`config.mk`:
```
export PLATFORM = sky130hd
export DESIGN_NAME = ifetch_unit_flat
export DESIGN_NICKNAME = d
export VERILOG_FILES = /design/src/rtl/ifetch_unit_if.sv /design/src/rtl/ifetch_unit.sv /design/src/flat_wrapper.sv
export SDC_FILE = /design/constraint.sdc
export NUM_CORES = 1
export LEC_CHECK = 0
export CAP_MARGIN = 40
export CORE_AREA = 3 3 139 141
export CTS_CLUSTER_DIAMETER = 120
export CTS_CLUSTER_SIZE = 12
export DETAILED_ROUTE_END_ITERATION = 7
export DIE_AREA = 0 0 142 144
export HOLD_SLACK_MARGIN = 0.05
export PLACE_DENSITY_LB_ADDON = 0.1
export SLEW_MARGIN = 0
export SYNTH_ARGS = -nofsm -noshare
export SYNTH_HDL_FRONTEND = slang
export SYNTH_SLANG_ARGS = --single-unit
export TNS_END_PERCENT = 30
```
`constraint.sdc`:
```
create_clock -name clk -period 6.6 [get_ports clk]
set_input_delay 1.32 -clock clk [delete_from_list [all_inputs] [get_ports clk]]
set_output_delay 1.32 -clock clk [all_outputs]
set_load 0.01 [all_outputs]
```
`src/rtl/ifetch_unit_if.sv`:
```
// ifetch_unit_if: bundles the instruction-memory request/response channel,
// the redirect input and the decoder handoff channel of the fetch stage.
// master = fetch unit side, slave = memory/decoder/branch-unit side.
interface ifetch_unit_if;
  logic        imem_req_valid;
  logic        imem_req_ready;
  logic [31:0] imem_req_addr;
  logic        imem_rsp_valid;
  logic [31:0] imem_rsp_data;
  logic        redirect_valid;
  logic [31:0] redirect_pc;
  logic        instr_valid;
  logic        instr_ready;
  logic [31:0] instruction;
  logic [31:0] instr_pc;

  modport master (
    output imem_req_valid, imem_req_addr, instr_valid, instruction, instr_pc,
    input  imem_req_ready, imem_rsp_valid, imem_rsp_data,
    input  redirect_valid, redirect_pc, instr_ready
  );

  modport slave (
    input  imem_req_valid, imem_req_addr, instr_valid, instruction, instr_pc,
    output imem_req_ready, imem_rsp_valid, imem_rsp_data,
    output redirect_valid, redirect_pc, instr_ready
  );
endinterface

```
`src/rtl/ifetch_unit.sv`:
```
// ifetch_unit: instruction fetch stage. Holds the PC, issues word-aligned
// fetches, buffers in-order responses in a small FIFO and hands one
// instruction per cycle to the decoder. A redirect flushes the buffer and
// discards responses to fetches already in flight before fetching resumes.
// Optional build macro: IFETCH_PERF_CNT_EN adds perf_fetched/perf_flushed.
module ifetch_unit #(
  parameter logic [31:0] RESET_PC  = 32'h0000_0000,
  parameter int          BUF_DEPTH = 2
) (
  input  logic          clk,
  input  logic          rst_n,
  ifetch_unit_if.master bus
`ifdef IFETCH_PERF_CNT_EN
  ,
  output logic [31:0]   perf_fetched,
  output logic [31:0]   perf_flushed
`endif
);

  localparam int          AW  = $clog2(BUF_DEPTH);
  localparam int          CW  = AW + 1;
  localparam logic [31:0] NOP = 32'h0000_0013;

  typedef enum logic [1:0] {S_BOOT, S_RUN, S_DRAIN} state_t;

  state_t        state;
  logic [31:0]   fetch_pc;
  logic [31:0]   rsp_pc;       // PC of the next response that will be kept
  logic [CW-1:0] count;
  logic [CW-1:0] outstanding;
  logic [CW-1:0] drop_cnt;
  logic [AW-1:0] rd_ptr;
  logic [AW-1:0] wr_ptr;
  logic [31:0]   buf_word [BUF_DEPTH];
  logic [31:0]   buf_pc   [BUF_DEPTH];

  logic          redirect;
  logic          rsp;
  logic          req_valid;
  logic          req_fire;
  logic          instr_valid;
  logic          push;
  logic          drop;
  logic          pop;
  logic [CW:0]   in_use;
  logic [CW-1:0] redir_drop;
  logic [31:0]   redir_pc;
  logic          unused_redirect_lsb;

  assign redirect = bus.redirect_valid;
  assign rsp      = bus.imem_rsp_valid;
  assign redir_pc = {bus.redirect_pc[31:2], 2'b00};
  assign unused_redirect_lsb = ^bus.redirect_pc[1:0];

  // Slots are reserved at issue time, so buffered plus in-flight bounds issue.
  assign in_use    = {1'b0, count} + {1'b0, outstanding};
  assign req_valid = (state == S_RUN) && !redirect && (in_use < (CW+1)'(BUF_DEPTH));
  assign req_fire  = req_valid && bus.imem_req_ready;

  assign push = rsp && (drop_cnt == '0) && !redirect;
  assign drop = rsp && !push;

  assign instr_valid = (count != '0) && !redirect;
  assign pop         = instr_valid && bus.instr_ready;

  // Responses still owed to fetches issued before the redirect.
  assign redir_drop = outstanding - {{(CW-1){1'b0}}, rsp};

  assign bus.imem_req_valid = req_valid;
  assign bus.imem_req_addr  = fetch_pc;
  assign bus.instr_valid    = instr_valid;
  assign bus.instruction    = instr_valid ? buf_word[rd_ptr] : NOP;
  assign bus.instr_pc       = instr_valid ? buf_pc[rd_ptr]   : 32'h0;

  // Control state: FSM, PC tracking, FIFO pointers and in-flight bookkeeping.
  always_ff @(posedge clk) begin
    if (!rst_n) begin
      state       <= S_BOOT;
      fetch_pc    <= RESET_PC;
      rsp_pc      <= RESET_PC;
      count       <= '0;
      outstanding <= '0;
      drop_cnt    <= '0;
      rd_ptr      <= '0;
      wr_ptr      <= '0;
    end else begin
      outstanding <= outstanding + CW'(req_fire) - CW'(rsp);
      if (redirect) begin
        fetch_pc <= redir_pc;
        rsp_pc   <= redir_pc;
        count    <= '0;
        rd_ptr   <= '0;
        wr_ptr   <= '0;
        drop_cnt <= redir_drop;
        state    <= (redir_drop != '0) ? S_DRAIN : S_RUN;
      end else begin
        if (req_fire) fetch_pc <= fetch_pc + 32'd4;
        if (push) begin
          wr_ptr <= wr_ptr + 1'b1;
          rsp_pc <= rsp_pc + 32'd4;
        end
        if (pop) rd_ptr <= rd_ptr + 1'b1;
        count <= count + CW'(push) - CW'(pop);
        if (drop) drop_cnt <= drop_cnt - 1'b1;
        case (state)
          S_BOOT:  state <= S_RUN;
          S_DRAIN: if (drop && (drop_cnt == CW'(1))) state <= S_RUN;
          default: state <= state;
        endcase
      end
    end
  end

  // FIFO storage: write the kept response with its PC; contents need no reset.
  always_ff @(posedge clk) begin
    if (push) begin
      buf_word[wr_ptr] <= bus.imem_rsp_data;
      buf_pc[wr_ptr]   <= rsp_pc;
    end
  end

`ifdef IFETCH_PERF_CNT_EN
  // Handed-off instructions, and entries/responses thrown away by redirects.
  always_ff @(posedge clk) begin
    if (!rst_n) begin
      perf_fetched <= 32'h0;
      perf_flushed <= 32'h0;
    end else begin
      perf_fetched <= perf_fetched + 32'(pop);
      perf_flushed <= perf_flushed + (redirect ? 32'(count) : 32'h0) + 32'(drop);
    end
  end
`endif

endmodule
```
`src/flat_wrapper.sv`:
```
// flat-port wrapper written by rule: the top's interface ports become plain ports
module ifetch_unit_flat 
#(
  parameter logic [31:0] RESET_PC  = 32'h0000_0000,
  parameter int          BUF_DEPTH = 2
)
  (clk, rst_n, bus_imem_req_valid, bus_imem_req_addr, bus_instr_valid, bus_instruction, bus_instr_pc, bus_imem_req_ready, bus_imem_rsp_valid, bus_imem_rsp_data, bus_redirect_valid, bus_redirect_pc, bus_instr_ready);
  ifetch_unit_if bus_i ();
  input  logic clk;
  input  logic rst_n;
  output wire logic [$bits(bus_i.imem_req_valid)-1:0] bus_imem_req_valid;
  output wire logic [$bits(bus_i.imem_req_addr)-1:0] bus_imem_req_addr;
  output wire logic [$bits(bus_i.instr_valid)-1:0] bus_instr_valid;
  output wire logic [$bits(bus_i.instruction)-1:0] bus_instruction;
  output wire logic [$bits(bus_i.instr_pc)-1:0] bus_instr_pc;
  input wire logic [$bits(bus_i.imem_req_ready)-1:0] bus_imem_req_ready;
  input wire logic [$bits(bus_i.imem_rsp_valid)-1:0] bus_imem_rsp_valid;
  input wire logic [$bits(bus_i.imem_rsp_data)-1:0] bus_imem_rsp_data;
  input wire logic [$bits(bus_i.redirect_valid)-1:0] bus_redirect_valid;
  input wire logic [$bits(bus_i.redirect_pc)-1:0] bus_redirect_pc;
  input wire logic [$bits(bus_i.instr_ready)-1:0] bus_instr_ready;
  assign bus_imem_req_valid = bus_i.imem_req_valid;
  assign bus_imem_req_addr = bus_i.imem_req_addr;
  assign bus_instr_valid = bus_i.instr_valid;
  assign bus_instruction = bus_i.instruction;
  assign bus_instr_pc = bus_i.instr_pc;
  assign bus_i.imem_req_ready = bus_imem_req_ready;
  assign bus_i.imem_rsp_valid = bus_imem_rsp_valid;
  assign bus_i.imem_rsp_data = bus_imem_rsp_data;
  assign bus_i.redirect_valid = bus_redirect_valid;
  assign bus_i.redirect_pc = bus_redirect_pc;
  assign bus_i.instr_ready = bus_instr_ready;
  ifetch_unit #(.RESET_PC(RESET_PC), .BUF_DEPTH(BUF_DEPTH)) u_core (.clk(clk), .rst_n(rst_n), .bus(bus_i));
endmodule
```
# [Yosys cells after proc, flatten, opt, wreduce, memory -nomap -nowiden]
# Memories as Yosys holds them, arrays and structs flattened. A register that Yosys moved wholly into a read port is not among the register bits.
# Index checks and enable logic that the tools add are counted.
[op_classes] n_addsub=11 reduce_logical=21 mux=18 bitwise_logic=1 n_eq_ne=4 order_cmp=1
[ops] op="32-bit two-way mux" n=6
[ops] op="32-bit by 3-bit adder with 32-bit output (second input constant)" n=2
[ops] op="2-bit two-way mux" n=5
[ops] op="2-bit nonzero test" n=5
[ops] op="1-bit logical AND" n=9
[ops] op="1-bit two-way mux" n=6
[ops] op="2-bit by 1-bit subtractor with 2-bit output" n=3
[ops] op="2-bit by 1-bit adder with 2-bit output" n=2
[ops] op="2-bit by 1-bit equality test with 1-bit output (second input constant)" n=2
[ops] op="2-bit logical NOT" n=2
[ops] op="2-bit case mux with 2 select lines" n=1
[ops] op="2-bit by 2-bit adder with 3-bit output" n=1
[ops] op="3-bit by 2-bit less-than comparator with 1-bit output (second input constant)" n=1
[ops] op="3-bit by 2-bit != test with 1-bit output (second input constant)" n=1
[ops] op="3-bit nonzero test" n=1
[ops] op="1-bit adder (second input constant)" n=2
[ops] op="2-bit equality test (second input constant)" n=1
[ops] op="1-bit logical NOT" n=2
[ops] op="2-bit AND reduction" n=1
[ops] op="2-bit OR reduction" n=1
[ops] op="2-bit by 1-bit subtractor with 2-bit output (second input constant)" n=1
[ops] op="1-bit inverter" n=1
[word_totals] reg_bits=74 ramBits=128 memories=2 out_inout_bits=98
[mem_list] memory="u_core.buf_pc" words=2 word_bits=32 read_ports=1 rd_clocked_by_memory_dff=1 write_ports=1 line_no="ifetch_unit.sv:35" source="logic [31:0] buf_pc [BUF_DEPTH];"
[mem_list] memory="u_core.buf_word" words=2 word_bits=32 read_ports=1 rd_clocked_by_memory_dff=1 write_ports=1 line_no="ifetch_unit.sv:34" source="logic [31:0] buf_word [BUF_DEPTH];"

# [Depth between registers and ports, before layout]
[depth] word_depth=9 depth_mapped=11

# [Worst setup path after synthesis]
# No wires, ideal clock.
[synth_path] kind="input-to-reg" startpoint="in bus_redirect_valid" endpoint="mem u_core.buf_pc[0][10] (enable)" slack_ns=0.041 path_stages=3 path_buffers=2 required_time_ns=6.042 arrival_ns=6.001 path_cell_list="clkbuf_1 > clkbuf_1 > nor3_1"
[synth_via] elab_chain_len=4
[synth_rtl] item="from (decl)" line_no="flat_wrapper.sv:19" source="input wire logic [$bits(bus_i.redirect_valid)-1:0] bus_redirect_valid;"
[synth_rtl] item="1-bit logical NOT" line_no="ifetch_unit.sv:60" source="assign push = rsp && (drop_cnt == '0) && !redirect;"
[synth_rtl] item="1-bit logical AND" line_no="ifetch_unit.sv:60"
[synth_rtl] item="1-bit two-way mux" line_no="ifetch_unit.sv:116" source="if (push) begin"
[synth_rtl] item="1-bit two-way mux (not written as such)" line_no="ifetch_unit.sv:118" source="buf_pc[wr_ptr] <= rsp_pc;"
[synth_rtl] item="to (decl)" line_no="ifetch_unit.sv:35"
# Every way passes these cells.

# [Worst setup path after layout]
[layout_path] startpoint="in bus_redirect_valid" endpoint="out bus_instruction[4]"
[layout_via] elab_chain_len=3
[layout_rtl] item="1-bit logical NOT" line_no="ifetch_unit.sv:63" source="assign instr_valid = (count != '0) && !redirect;"
[layout_rtl] item="1-bit logical AND" line_no="ifetch_unit.sv:63"
[layout_rtl] item="32-bit two-way mux" line_no="ifetch_unit.sv:72" source="assign bus.instruction = instr_valid ? buf_word[rd_ptr] : NOP;"
[layout_rtl] item="to (decl)" line_no="flat_wrapper.sv:14" source="output wire logic [$bits(bus_i.instruction)-1:0] bus_instruction;"
# Every way passes these cells.

==> run metrics <==
final setup fails 0; DP Area between 0.01 and 0.015 mm^2; Synth top cells by count edfxtp_1, nor2_1, dfxtp_1, mux2i_1, nand2_1; Critical Path Start Type primary input; Tcrit/Tclk final 72.2%; FFs w/ async S/R, synth 0%; instance count of the mapped netlist between 700 and 800; Crit Reg-Reg Startpoint u_core.count[0]$_SDFF_PP0_; Max Root-Sink Buffers 2; Leak around 3.6 nW; CP endpoint kind primary output; fin crit period 4.76 ns; fmax 0.210 GHz; final core utilization a little over 60%; Die Ht about 140 um; vias in the first global route between 6k and 7k; Critical Path AT ~3.4 ns; gpl congestion between 0.8 and 0.9; critical-path cell list clkdlybuf4s50_1 > inv_1 > o21ai_4 > buf_4 > inv_1 > nand2_1 > clkdlybuf4s50_1; peak supply drop approximately 180 uV; Reg clk slew, reported paths 0.07 ns; most frequent cell after synthesis edfxtp_1; Finished Cell Area roughly 0.011 mm^2; H-tree levels 4; Layout Skew about 0.009 ns; CTS tree yes; Ant. Diodes 0; Pwr Density 242 mW/mm^2; GRT Residual Overflow 0; via count ~6.3k; Port Buf Inserts 161; drt wl/cell ~17 um; sequential-to-total area share from yosys stat 60.3%; Yosys warning total 0; layout cell share with drive strength beyond 1 ~6.1%; post-CTS setup buffers 0; hold crit path type reg -> reg; area delta synth->final 28.3%; # rows between 40 and 50; Initial Util between 40 and 50%; Placed Instances ~1.1k; Synth area leaders edfxtp_1, dfxtp_1, mux2i_1; Hold Vio Cnt, Final 0; CP max stage cell clkdlybuf4s50_1; slew of the pin with the lowest slew margin around 0.86 ns; CTS Sinks 195; # resized after CTS 0; path depth of the worst reg2reg path 10; RSZ-0062 raised after global routing no; worst-skew pair later-pin latency 0.43 ns; critical path's largest stage delay ~0.55 ns; All-Layer GR Usage about a fifth; drt initial violations ~430; Max transition margin between 40% and 50%; Yosys top cell area share a little over two fifths; Synth cell types 57; core area 0.0181 mm^2; Die X-Extent 142 um; FF-to-FF setup slack around 3.4 ns; clk root buf clkbuf_16; area leader, netlist edfxtp_1; first drt pass iteration count 5; CTS Hold Buffers Added 0; drt drc 0; crit path from bus_redirect_valid; Crit path required time 5.28 ns; status complete, no violations; Detailed Place HPWL about 13000 um; Max Fanout on Critical Path 60; Vias/cell between 5 and 6; Post-DRT Antenna Nets 0; Cell Area, Synth 0.00853 mm^2; Max-cap violations 0; TritonCTS Buffers 17; WL final roughly 20000 um; worst reg2reg path endpoint u_core.bus.imem_req_addr[8]$_SDFFE_PN0P_; WHS about 0.48 ns; final net count between 900 and 1k; I/O Pins 168; EDFF count, synth between 100 and 150; Die Area 0.0204 mm^2; WS Path Type in -> out; TNS Setup 0 ns; initial antenna violation count 1; most common flop cell mapped by yosys edfxtp_1; Slew Limit Fails 0; largest net degree at the start of global routing ~70; Non-Filler Instances approximately 1.1k; synthesized area per cell ~11 um^2; first-pass GRT wire length approximately 32000 um; Setup crit end bus_instruction[4]; post-synthesis register bit count between 150 and 200
-- worst max-delay path: cells and delay by family --
family | cells | cell delay [ns]
AND/OR/NAND/NOR | 1 | 0.11
buffers and inverters | 5 | 1.92
AO/OA/AOI/OAI | 1 | 0.06
-- routing by layer --
layer,routed length [um],global-route usage [%]
met1,9280,27.5
met2,9090,31.1
met3,1270,4.10
met4,286,6.41
met5,13,0
-- final cells by class --
class | count | area [um^2]
fillers | 1508 | 7150
multi-input cells | 499 | 3160
clock buffers | 18 | 429
clock inverters | 14 | 140
well taps | 229 | 287
repair buffers | 171 | 1710
inverters | 18 | 67.6
flip-flops and latches | 195 | 5150
-- sequential cells by signal, indices dropped and copies added (netlist names), named ones only --
| register | count |
|---|---|
| u_core.buf_pc | 60 |
| u_core.buf_word | 64 |
| u_core.bus.imem_req_addr | 30 |
| u_core.state | 2 |
| u_core.rsp_pc | 30 |
| u_core.wr_ptr | 1 |
| u_core.count | 2 |
| u_core.outstanding | 2 |
| u_core.drop_cnt | 2 |
| u_core.rd_ptr | 1 |
-- cell usage in the layout, fill, tap and decap left out, types with 8 or more instances in the layout --
master | netlist | final
a21oi_1 | 41 | 41
a31oi_1 | 16 | 16
buf_4 | 4 | 9
clkbuf_16 | 0 | 17
clkdlybuf4s50_1 | 0 | 161
dfxtp_1 | 71 | 70
edfxtp_1 | 124 | 124
ha_1 | 8 | 8
inv_1 | 16 | 16
mux2i_1 | 64 | 64
nand2_1 | 56 | 56
nand3_1 | 23 | 23
nand4_1 | 24 | 24
nor2_1 | 96 | 96
o21ai_0 | 37 | 37
or3_1 | 10 | 10
xnor2_1 | 13 | 13
xor2_1 | 21 | 21
-- metrics by stage --
step | setup WS [ns] | power [mW]
2_1_floorplan | 0.0406 | 1.56
3_3_place_gp | 1.86 | 1.67
3_5_place_dp | 1.82 | 1.68
4_1_cts | 1.81 | 2.67
5_1_grt | 1.69 | 2.75
6_report | 1.84 | 2.65
-- kinds of logic after synthesis --
logic type	Yosys count	synth area share (%)
AOI/OAI and AO/OA	136	9.96
DFF	195	60.3
muxes	66	7.82
adders and majority gates	9	1.41
other	1	0.0440
xor gates and xnor gates	34	3.49
buffers and inverters	61	2.96
and+or+nand+nor	250	14.0
-- how the worst min path moves through the flow --
stage | start | endpoint | slack, ns | depth (start not counted)
after global routing | u_core.state[1]$_SDFFE_PN0P_ | u_core.state[1]$_SDFFE_PN0P_ | 0.53 | 2
after detailed placement | u_core.state[1]$_SDFFE_PN0P_ | u_core.state[1]$_SDFFE_PN0P_ | 0.47 | 2
after global placement | u_core.state[1]$_SDFFE_PN0P_ | u_core.state[1]$_SDFFE_PN0P_ | 0.46 | 2
after floorplan | u_core.rsp_pc[31]$_SDFFE_PN0P_ | u_core.buf_pc[0][31]$_DFFE_PP_ | 0.43 | 0
final | u_core.state[1]$_SDFFE_PN0P_ | u_core.state[1]$_SDFFE_PN0P_ | 0.48 | 2
after CTS | u_core.state[1]$_SDFFE_PN0P_ | u_core.state[1]$_SDFFE_PN0P_ | 0.49 | 2
-- report_power, final --
part           total, mW  internal [mW]  switching, mW
clock network      0.990          0.555          0.435
logic              0.252          0.121          0.130
registers           1.41           1.36         0.0456
total               2.65           2.04          0.611
Note: power is estimated with default switching activity, not from simulation.
==> RTL change (same settings) <==
Encoding of `state_t`: now one-hot (3 bits for 3 states).
--- a/src/rtl/ifetch_unit.sv
+++ b/src/rtl/ifetch_unit.sv
@@ -23,3 +23,3 @@
 
-  typedef enum logic [1:0] {S_BOOT, S_RUN, S_DRAIN} state_t;
+  typedef enum logic [2:0] {S_BOOT = 3'b001, S_RUN = 3'b010, S_DRAIN = 3'b100} state_t;
 
Formal check against the unedited RTL: same outputs for any inputs over 4 cycles, from zero or initial values and one cycle with rst_n low; so few cycles prove little.
==> RTL change against the original RTL <==
- power down 0.25%
- sequential cell count increased by 1
- sequential share of layout area up 0.20 points
- largest cell class unchanged
- setup slack improved by 0.45 ns
- combinational power decreased by 6%
- synthesized area is 0.65% lower
- highest routed layer is now met4
- wire length shrank 2.3%
- cell area hardly changed
- via count decreased by 3.9%
- largest power group unchanged
==> RTL change: results (changes against the original RTL) <==
| Metric | Value |
|---|---|
| Top cells by area, synth | `edfxtp_1 (44%), dfxtp_1 (17%), mux2i_1 (7.8%)` |
| Global-route met1 utilization | `27.4% (-0.087 points)` |
| Static Leak | `3.54 nW (-2.3%)` |
| Detailed Place HPWL | `13.3 mm (+0.96%)` |
| Pin count of the biggest net entering global routing | `77 (+13%)` |
| Port Buffer Count | `161 (unchanged)` |
| Postcts setup bufs | `0 (unchanged)` |
| Yosys cell types | `52 (-8.8%)` |
| DRT iter0 DRCs | `314 (-26%)` |
| CTS Buffer Depth | `2 (unchanged)` |
| Most frequent cells after synthesis | `edfxtp_1 (124), nor2_1 (84), dfxtp_1 (72)` |
| Fin nets | `964 (-1.7%)` |
| Initial antenna violation count | `0 (-1)` |
| Share of layout cells above drive strength 1 | `6.01% (-0.11 points)` |
| Clock skew | `0.0101 ns (+0.00121 ns)` |
| Met3 usage | `4.79% (+0.69 points)` |
| Slowest-stage cell, CP | `clkdlybuf4s50_1` |
| Number of fill cells | `1,459 (-3.2%)` |
| Crit-path max FO | `33 (-45%)` |
| Top flop regs | `u_core.buf_word: 64 flops, u_core.buf_pc: 60 flops` |
| Logic gate share of total power | `8.9% (-0.6 points)` |
| GPL Wtd Cong | `0.864 (+7.3%)` |
| Placed Area | `10,400 µm² (about the same)` |
| Drt first pass iters | `5 (unchanged)` |
| Clk Tree Root Cell | `clkbuf_16` |
| Worst Tran Pin Value | `0.829 ns (-0.0261 ns)` |
| Seq/Total Area, Yosys | `61.0% (+0.63 points)` |
| Outcome | `completed` |
| PostCTS Resize Cnt | `0 (unchanged)` |
| Total global-route track usage | `19.6% (-0.16 points)` |
| Peak supply drop | `0.000167 V (-9.1%)` |
| Worst skew pair latency | `0.42 ns` |
| First-pass GRT wire length | `31.7 mm (-1.6%)` |
| Average wire per standard cell | `17.3 µm (-0.85%)` |
| Routed via count | `6,092 (-3.9%)` |
| YS warnings | `0 (unchanged)` |
| Worst path arrival time | `3.00 ns (-0.44 ns)` |
| GR Util met2 | `30.4% (-0.70 points)` |
| Number of global-route vias before repair | `6,111 (-2.7%)` |
| Sw Share | `22.9% (-0.16 points)` |
| H-tree depth | `4 (unchanged)` |
==> RTL change: stage by stage <==
stage | cells | power [mW] | worst slack [ns] | hold slack, ns | util, %
after detailed placement | 1095 | 1.68 | 2.27 | 0.482 | 57.3
after CTS | 1127 | 2.66 | 2.27 | 0.506 | 60.4
after floorplan | 734 | 1.55 | 0.0180 | 0.445 | -
after global routing | 1127 | 2.75 | 2.19 | 0.530 | 60.4
after global placement | 1091 | 1.67 | 1.96 | 0.467 | 56.9
final | 1127 | 2.64 | 2.28 | 0.505 | 60.4
==> RTL change: metal layers <==
metal / wire [µm] / part of all wire (%)
met5: 0 / 0
met4: 212 / 1.1
met3: 1230 / 6.3
met2: 8800 / 45
met1: 9230 / 47
==> RTL change: cells by family after synthesis <==
kind of cell	after synthesis	share of synthesized area (%)
other cells	1	0.0443
fa+ha+maj	9	1.42
flops	196	61.0
simple gates	232	13.6
xor+xnor	46	4.76
buf+inv	56	2.75
mux	68	8.06
compound gates	123	8.42
==> RTL change: cell type report <==
type / count / share of cell area, %
Tap cell: 229 / 2.62
Clock inverter: 15 / 1.29
Inverter: 16 / 0.549
Timing Repair Buffer: 172 / 16.0
Sequential cell: 196 / 47.3
Multi-Input combinational cell: 482 / 28.4
Clock buffer: 17 / 3.89
==> RTL change: final timing paths <==
path / from / endpoint / slack (ns) / cells after the start
setup / recovery: bus_redirect_valid / bus_instruction[4] / 2.28 / 7
hold / removal: u_core.rsp_pc[27] / u_core.buf_pc[1][27] / 0.51 / 0
setup reg to reg: u_core.count[0] / u_core.bus.imem_req_addr[24] / 3.43 / 10
hold reg to reg: u_core.rsp_pc[27] / u_core.buf_pc[1][27] / 0.51 / 0
